### src/rtl/gf2_os_mac.sv
// Streaming GF(2) multiply-accumulate: per beat, XOR of LANES carry-less products,
// XOR-accumulated over first/last-delimited groups; a fixed accumulator window per group.
module gf2_os_mac #(
  parameter int W       = 8,
  parameter int LANES   = 2,
  parameter int OUT_W   = 7,
  parameter int OUT_OFS = 0,
  parameter int CNT_W   = 8
) (
  input  logic                 clk,
  input  logic                 rst_n,
  input  logic                 in_valid,
  output logic                 in_ready,
  input  logic                 in_first,
  input  logic                 in_last,
  input  logic [LANES*W-1:0]   in_a,
  input  logic [LANES*W-1:0]   in_b,
  output logic                 out_valid,
  input  logic                 out_ready,
  output logic [OUT_W-1:0]     out_y,
  output logic [CNT_W-1:0]     out_beats,
  output logic                 drop_pulse
);
  localparam int PW = 2*W-1;

  typedef enum logic [0:0] {IDLE = 1'b0, ACCUM = 1'b1} state_t;

  function automatic logic [PW-1:0] clmul(input logic [W-1:0] a, input logic [W-1:0] b);
    logic [PW-1:0] r;
    r = '0;
    for (int i = 0; i < W; i++) begin
      for (int j = 0; j < W; j++) begin
        r[i+j] = r[i+j] ^ (a[i] & b[j]);
      end
    end
    return r;
  endfunction

  function automatic logic [PW-1:0] lane_xor(input logic [LANES*W-1:0] a,
                                             input logic [LANES*W-1:0] b);
    logic [PW-1:0] r;
    r = '0;
    for (int l = 0; l < LANES; l++) begin
      r = r ^ clmul(a[l*W +: W], b[l*W +: W]);
    end
    return r;
  endfunction

  logic [PW-1:0]    p_r;
  logic             s1_valid_r;
  logic             s1_first_r;
  logic             s1_last_r;
  logic [PW-1:0]    acc_r;
  logic [CNT_W-1:0] cnt_r;
  state_t           state_r;
  logic             out_valid_r;
  logic [OUT_W-1:0] out_y_r;
  logic [CNT_W-1:0] out_beats_r;
  logic             drop_pulse_r;

  logic             s2_adv_s;
  logic             in_ready_s;
  logic             fire_s;
  logic [PW-1:0]    acc_base_s;
  logic [CNT_W-1:0] cnt_base_s;
  logic [PW-1:0]    acc_n_s;
  logic [CNT_W-1:0] cnt_n_s;

  // Handshake decode and next accumulator/count for the beat held in S1
  always_comb begin
    s2_adv_s   = s1_valid_r & ~(out_valid_r & ~out_ready);
    in_ready_s = ~s1_valid_r | s2_adv_s;
    fire_s     = in_valid & in_ready_s;
    if ((state_r == IDLE) || s1_first_r) begin
      acc_base_s = '0;
      cnt_base_s = '0;
    end else begin
      acc_base_s = acc_r;
      cnt_base_s = cnt_r;
    end
    acc_n_s = acc_base_s ^ p_r;
    if (&cnt_base_s) begin
      cnt_n_s = cnt_base_s;
    end else begin
      cnt_n_s = cnt_base_s + CNT_W'(1);
    end
  end

  // Stage S1: lane products reduced and registered with the group flags
  always_ff @(posedge clk) begin
    if (!rst_n) begin
      p_r        <= '0;
      s1_valid_r <= 1'b0;
      s1_first_r <= 1'b0;
      s1_last_r  <= 1'b0;
    end else if (fire_s) begin
      p_r        <= lane_xor(in_a, in_b);
      s1_valid_r <= 1'b1;
      s1_first_r <= in_first;
      s1_last_r  <= in_last;
    end else if (s2_adv_s) begin
      s1_valid_r <= 1'b0;
    end
  end

  // Stage S2: group FSM, accumulator and registered result
  always_ff @(posedge clk) begin
    if (!rst_n) begin
      acc_r        <= '0;
      cnt_r        <= '0;
      state_r      <= IDLE;
      out_valid_r  <= 1'b0;
      out_y_r      <= '0;
      out_beats_r  <= '0;
      drop_pulse_r <= 1'b0;
    end else begin
      drop_pulse_r <= 1'b0;
      if (out_ready) begin
        out_valid_r <= 1'b0;
      end
      if (s2_adv_s) begin
        // A first beat landing on an open group throws the old partial away
        drop_pulse_r <= s1_first_r & (state_r == ACCUM);
        if (s1_last_r) begin
          out_y_r     <= acc_n_s[OUT_OFS +: OUT_W];
          out_beats_r <= cnt_n_s;
          out_valid_r <= 1'b1;
          acc_r       <= '0;
          cnt_r       <= '0;
          state_r     <= IDLE;
        end else begin
          acc_r   <= acc_n_s;
          cnt_r   <= cnt_n_s;
          state_r <= ACCUM;
        end
      end
    end
  end

  assign in_ready   = in_ready_s;
  assign out_valid  = out_valid_r;
  assign out_y      = out_y_r;
  assign out_beats  = out_beats_r;
  assign drop_pulse = drop_pulse_r;

endmodule

### config.mk
export PLATFORM = sky130hd
export DESIGN_NAME = gf2_os_mac
export DESIGN_NICKNAME = d
export VERILOG_FILES = /design/src/rtl/gf2_os_mac.sv
export SDC_FILE = /design/constraint.sdc
export NUM_CORES = 1
export LEC_CHECK = 0
export CAP_MARGIN = 0
export CORE_MARGIN = 1.5
export CORE_UTILIZATION = 45
export CTS_BUF_LIST = sky130_fd_sc_hd__clkbuf_4
export DETAILED_ROUTE_END_ITERATION = 12
export GPL_TIMING_DRIVEN = 0
export MAX_ROUTING_LAYER = met4
export PLACE_DENSITY = 0.76
export SYNTH_ARGS = -nofsm -noshare
export SYNTH_HDL_FRONTEND = slang
export SYNTH_SLANG_ARGS = --single-unit
### constraint.sdc
create_clock -name clk -period 2.6 [get_ports clk]
set_input_delay 0.52 -clock clk [delete_from_list [all_inputs] [get_ports clk]]
set_output_delay 0.52 -clock clk [all_outputs]
set_load 0.02 [all_outputs]
==> flow_metrics.tcl <==
set metrics [dict create \
    syn-cell-area_um2 2620 \
    numCtsBuffers 5 \
    cp.arrival_ps 2660 \
    insertion_delay_ps 350 \
    synth_seq_area_share_pct 32.9 \
    end_kind "flip-flop" \
    hold_path_end "out_beats[1]" \
    yosys_warnings 0 \
    grt_max_degree 12 \
    worstPathMaxFanout 10 \
    finalHoldViolations 0 \
    fin_ws_ps 200 \
    portBuffers 50 \
    ant_nets 0 \
    die_width_um 79.3 \
    track_usage_pct 20.4 \
    start_util_pct 47.0 \
    min_period_ps 2400 \
    wl_mm 5.86 \
    synth_top_area_share_pct 32.9 \
    drtIter0Drc 177 \
    required_ps 2860 \
    n_fill_cell 527 \
    irDropWorstVdd_uv 191 \
    fin_nets 436 \
    reg2reg_to "cnt_r[5]" \
    clock-root-buffer "clkbuf_4" \
    min_path_cells 2 \
    multi_input_area_um2 1670 \
    drtPass1Iterations 4 \
    maxSlewHeadroom_pct 56.8 \
    ys_types 36 \
    avgSynthCellArea_um2 7.71 \
    num_io_pins 56 \
    wl_per_cell_um 12.5 \
    hpwl_mm 4.63 \
    startpoint_type "flip-flop" \
    diodes 0 \
    tightestPinTransition_ps 648 \
    synth_ff_type "dfxtp_1" \
    num_vias 2447 \
    rrSetupSlack_ps 200 \
    clk_path_buf_depth 2 \
    clk_pin_slew_worst_paths_ps 120 \
    total_power_mw 1.41 \
    overflow 0 \
    synth_edf_count 0 \
    via_per_inst 5.23 \
    period_share_pct 92.3 \
    core_um2 5570 \
    ctsHtreeMaxLevel 2 \
    crit_type "flip-flop to flip-flop" \
    reg2reg_from "state_r" \
    layout-drive-gt1-share_pct 4.55 \
    finClkSkew_ps 13.1 \
    drv_cap 0 \
    ys_top_cells_by_count "96 x nand2_1, 43 x dfxtp_1, 37 x xnor2_1" \
    antenna_found_initial 0 \
    synth.top_cells.by_area "dfxtp_1 33%, nand2_1 14%, xnor2_1 12%" \
    async_flop_share_pct 0 \
    syn_inst 340 \
    setup_viol 0 \
    cts_sinks 43 \
    tns_ps 0 \
    design.die.area_um2 6290 \
    holdBufCountCts 0 \
    fmax_mhz 417 \
    rsz0062_at_grt "false" \
    yosys.area.top_type "dfxtp_1" \
    worstHoldStart "out_beats[1]" \
    hold_path_class "flip-flop to flip-flop" \
    outcome "complete, no violations" \
    synth_nets 379 \
    p_per_area_nw_per_um2 434 \
    whs_ps 467 \
    grt_pass1_vias 2212 \
    leakage_nw 1.19 \
    regArea_um2 861 \
    drc 0 \
    grt_pass1_wl_mm 9.88 \
    cts_tree "yes" \
    slew_violations 0 \
    gp_congestion 0.872 \
    place_ws_ps 36.9 \
    area_delta_synth_final_pct 24.4 \
    synth-seq-cells 43 \
    num_rows 27 \
    ff2ff_path_depth 10 \
    die_h_um 79.3 \
    synth_most_common_cell "nand2_1" \
]
report_power, final:
part	leakage [nW]	total [mW]	switching [mW]	internal [mW]
registers	0.350	0.716	0.0293	0.687
logic	0.813	0.394	0.183	0.211
clock network	0.0276	0.304	0.197	0.107
cell usage in the layout, fill, tap and decap left out, drive strengths merged, types with 3 or more instances in the layout:
master	count
and2	5
clkbuf	17
dfxtp	43
o2111ai	5
inv	8
and3	3
a211oi	6
mux2i	7
nor3	6
xor2	16
o21ai	25
buf	3
clkdlybuf4s50	50
nand3	11
a21oi	18
xnor2	38
nand2	99
nor2	14
xnor3	4
worst max-delay path by stage:
stage	startpoint	end	slack [ps]	cells after the start
final	state_r	cnt_r[5]	200	10
after global routing	state_r	cnt_r[5]	5	10
after CTS	state_r	cnt_r[5]	7	10
after detailed placement	state_r	cnt_r[5]	40	10
after global placement	state_r	cnt_r[5]	50	10
after floorplan	state_r	cnt_r[5]	420	10
sequential cells by signal, summed over array words and instances (netlist names):
name and count:
out_valid 1, acc_r 7, p_r 7, out_y 7, drop_pulse 1, s1_last_r 1
s1_valid_r 1, s1_first_r 1, out_beats 8, cnt_r 8, state_r 1
timing repair:
item                       in CTS  in global routing
setup endpoints to repair       0                  6
buffers inserted                0                  0
gates resized for setup         0                  4
critical path, cell delays in order, from the launching register on:
cell and delay (ps):
dfxtp_1 380, nor2b_1 140, buf_2 230, clkbuf_4 250, and2_1 150, ha_1 220
nand3_1 180, o2111ai_1 260, xor2_1 230, o21ai_0 110, and2_1 150
layer usage:
| layer | track usage, % | routed length, um | up-vias |
|---|---|---|---|
| met5 | - | 0 | - |
| li1 | - | - | 1239 |
| met1 | 23.5 | 2450 | 1113 |
| met2 | 36.2 | 3000 | 88 |
| met3 | 3.68 | 334 | 7 |
| met4 | 5.61 | 82 | 0 |
cell type report:
class                   instances  share of cell area, %
multi-input cells             274                   51.2
flip-flops and latches         43                   26.4
repair buffers                 50                   15.4
well taps                      72                   2.76
plain buffers                  14                   1.84
clock buffers                   6                   1.38
inverters                       9                   1.04
per-stage QoR:
step	instances	util [%]	area, um2
detailed placement	462	57.6	3210
CTS	468	58.4	3260
finish	468	58.5	3260
floorplan	340	-	2620
global placement	462	57.6	3210
global route	468	58.5	3260
cell families after synthesis:
kind of cell    Yosys count  synth area share [%]
compound gates           62                  14.3
xor+xnor                 58                  21.8
fa+ha+maj                 1                 0.477
buf+inv                  23                  3.44
flops                    43                  32.9
mux                       7                  2.67
simple gates            146                  24.5
Note: power is estimated with default switching activity, not from simulation.
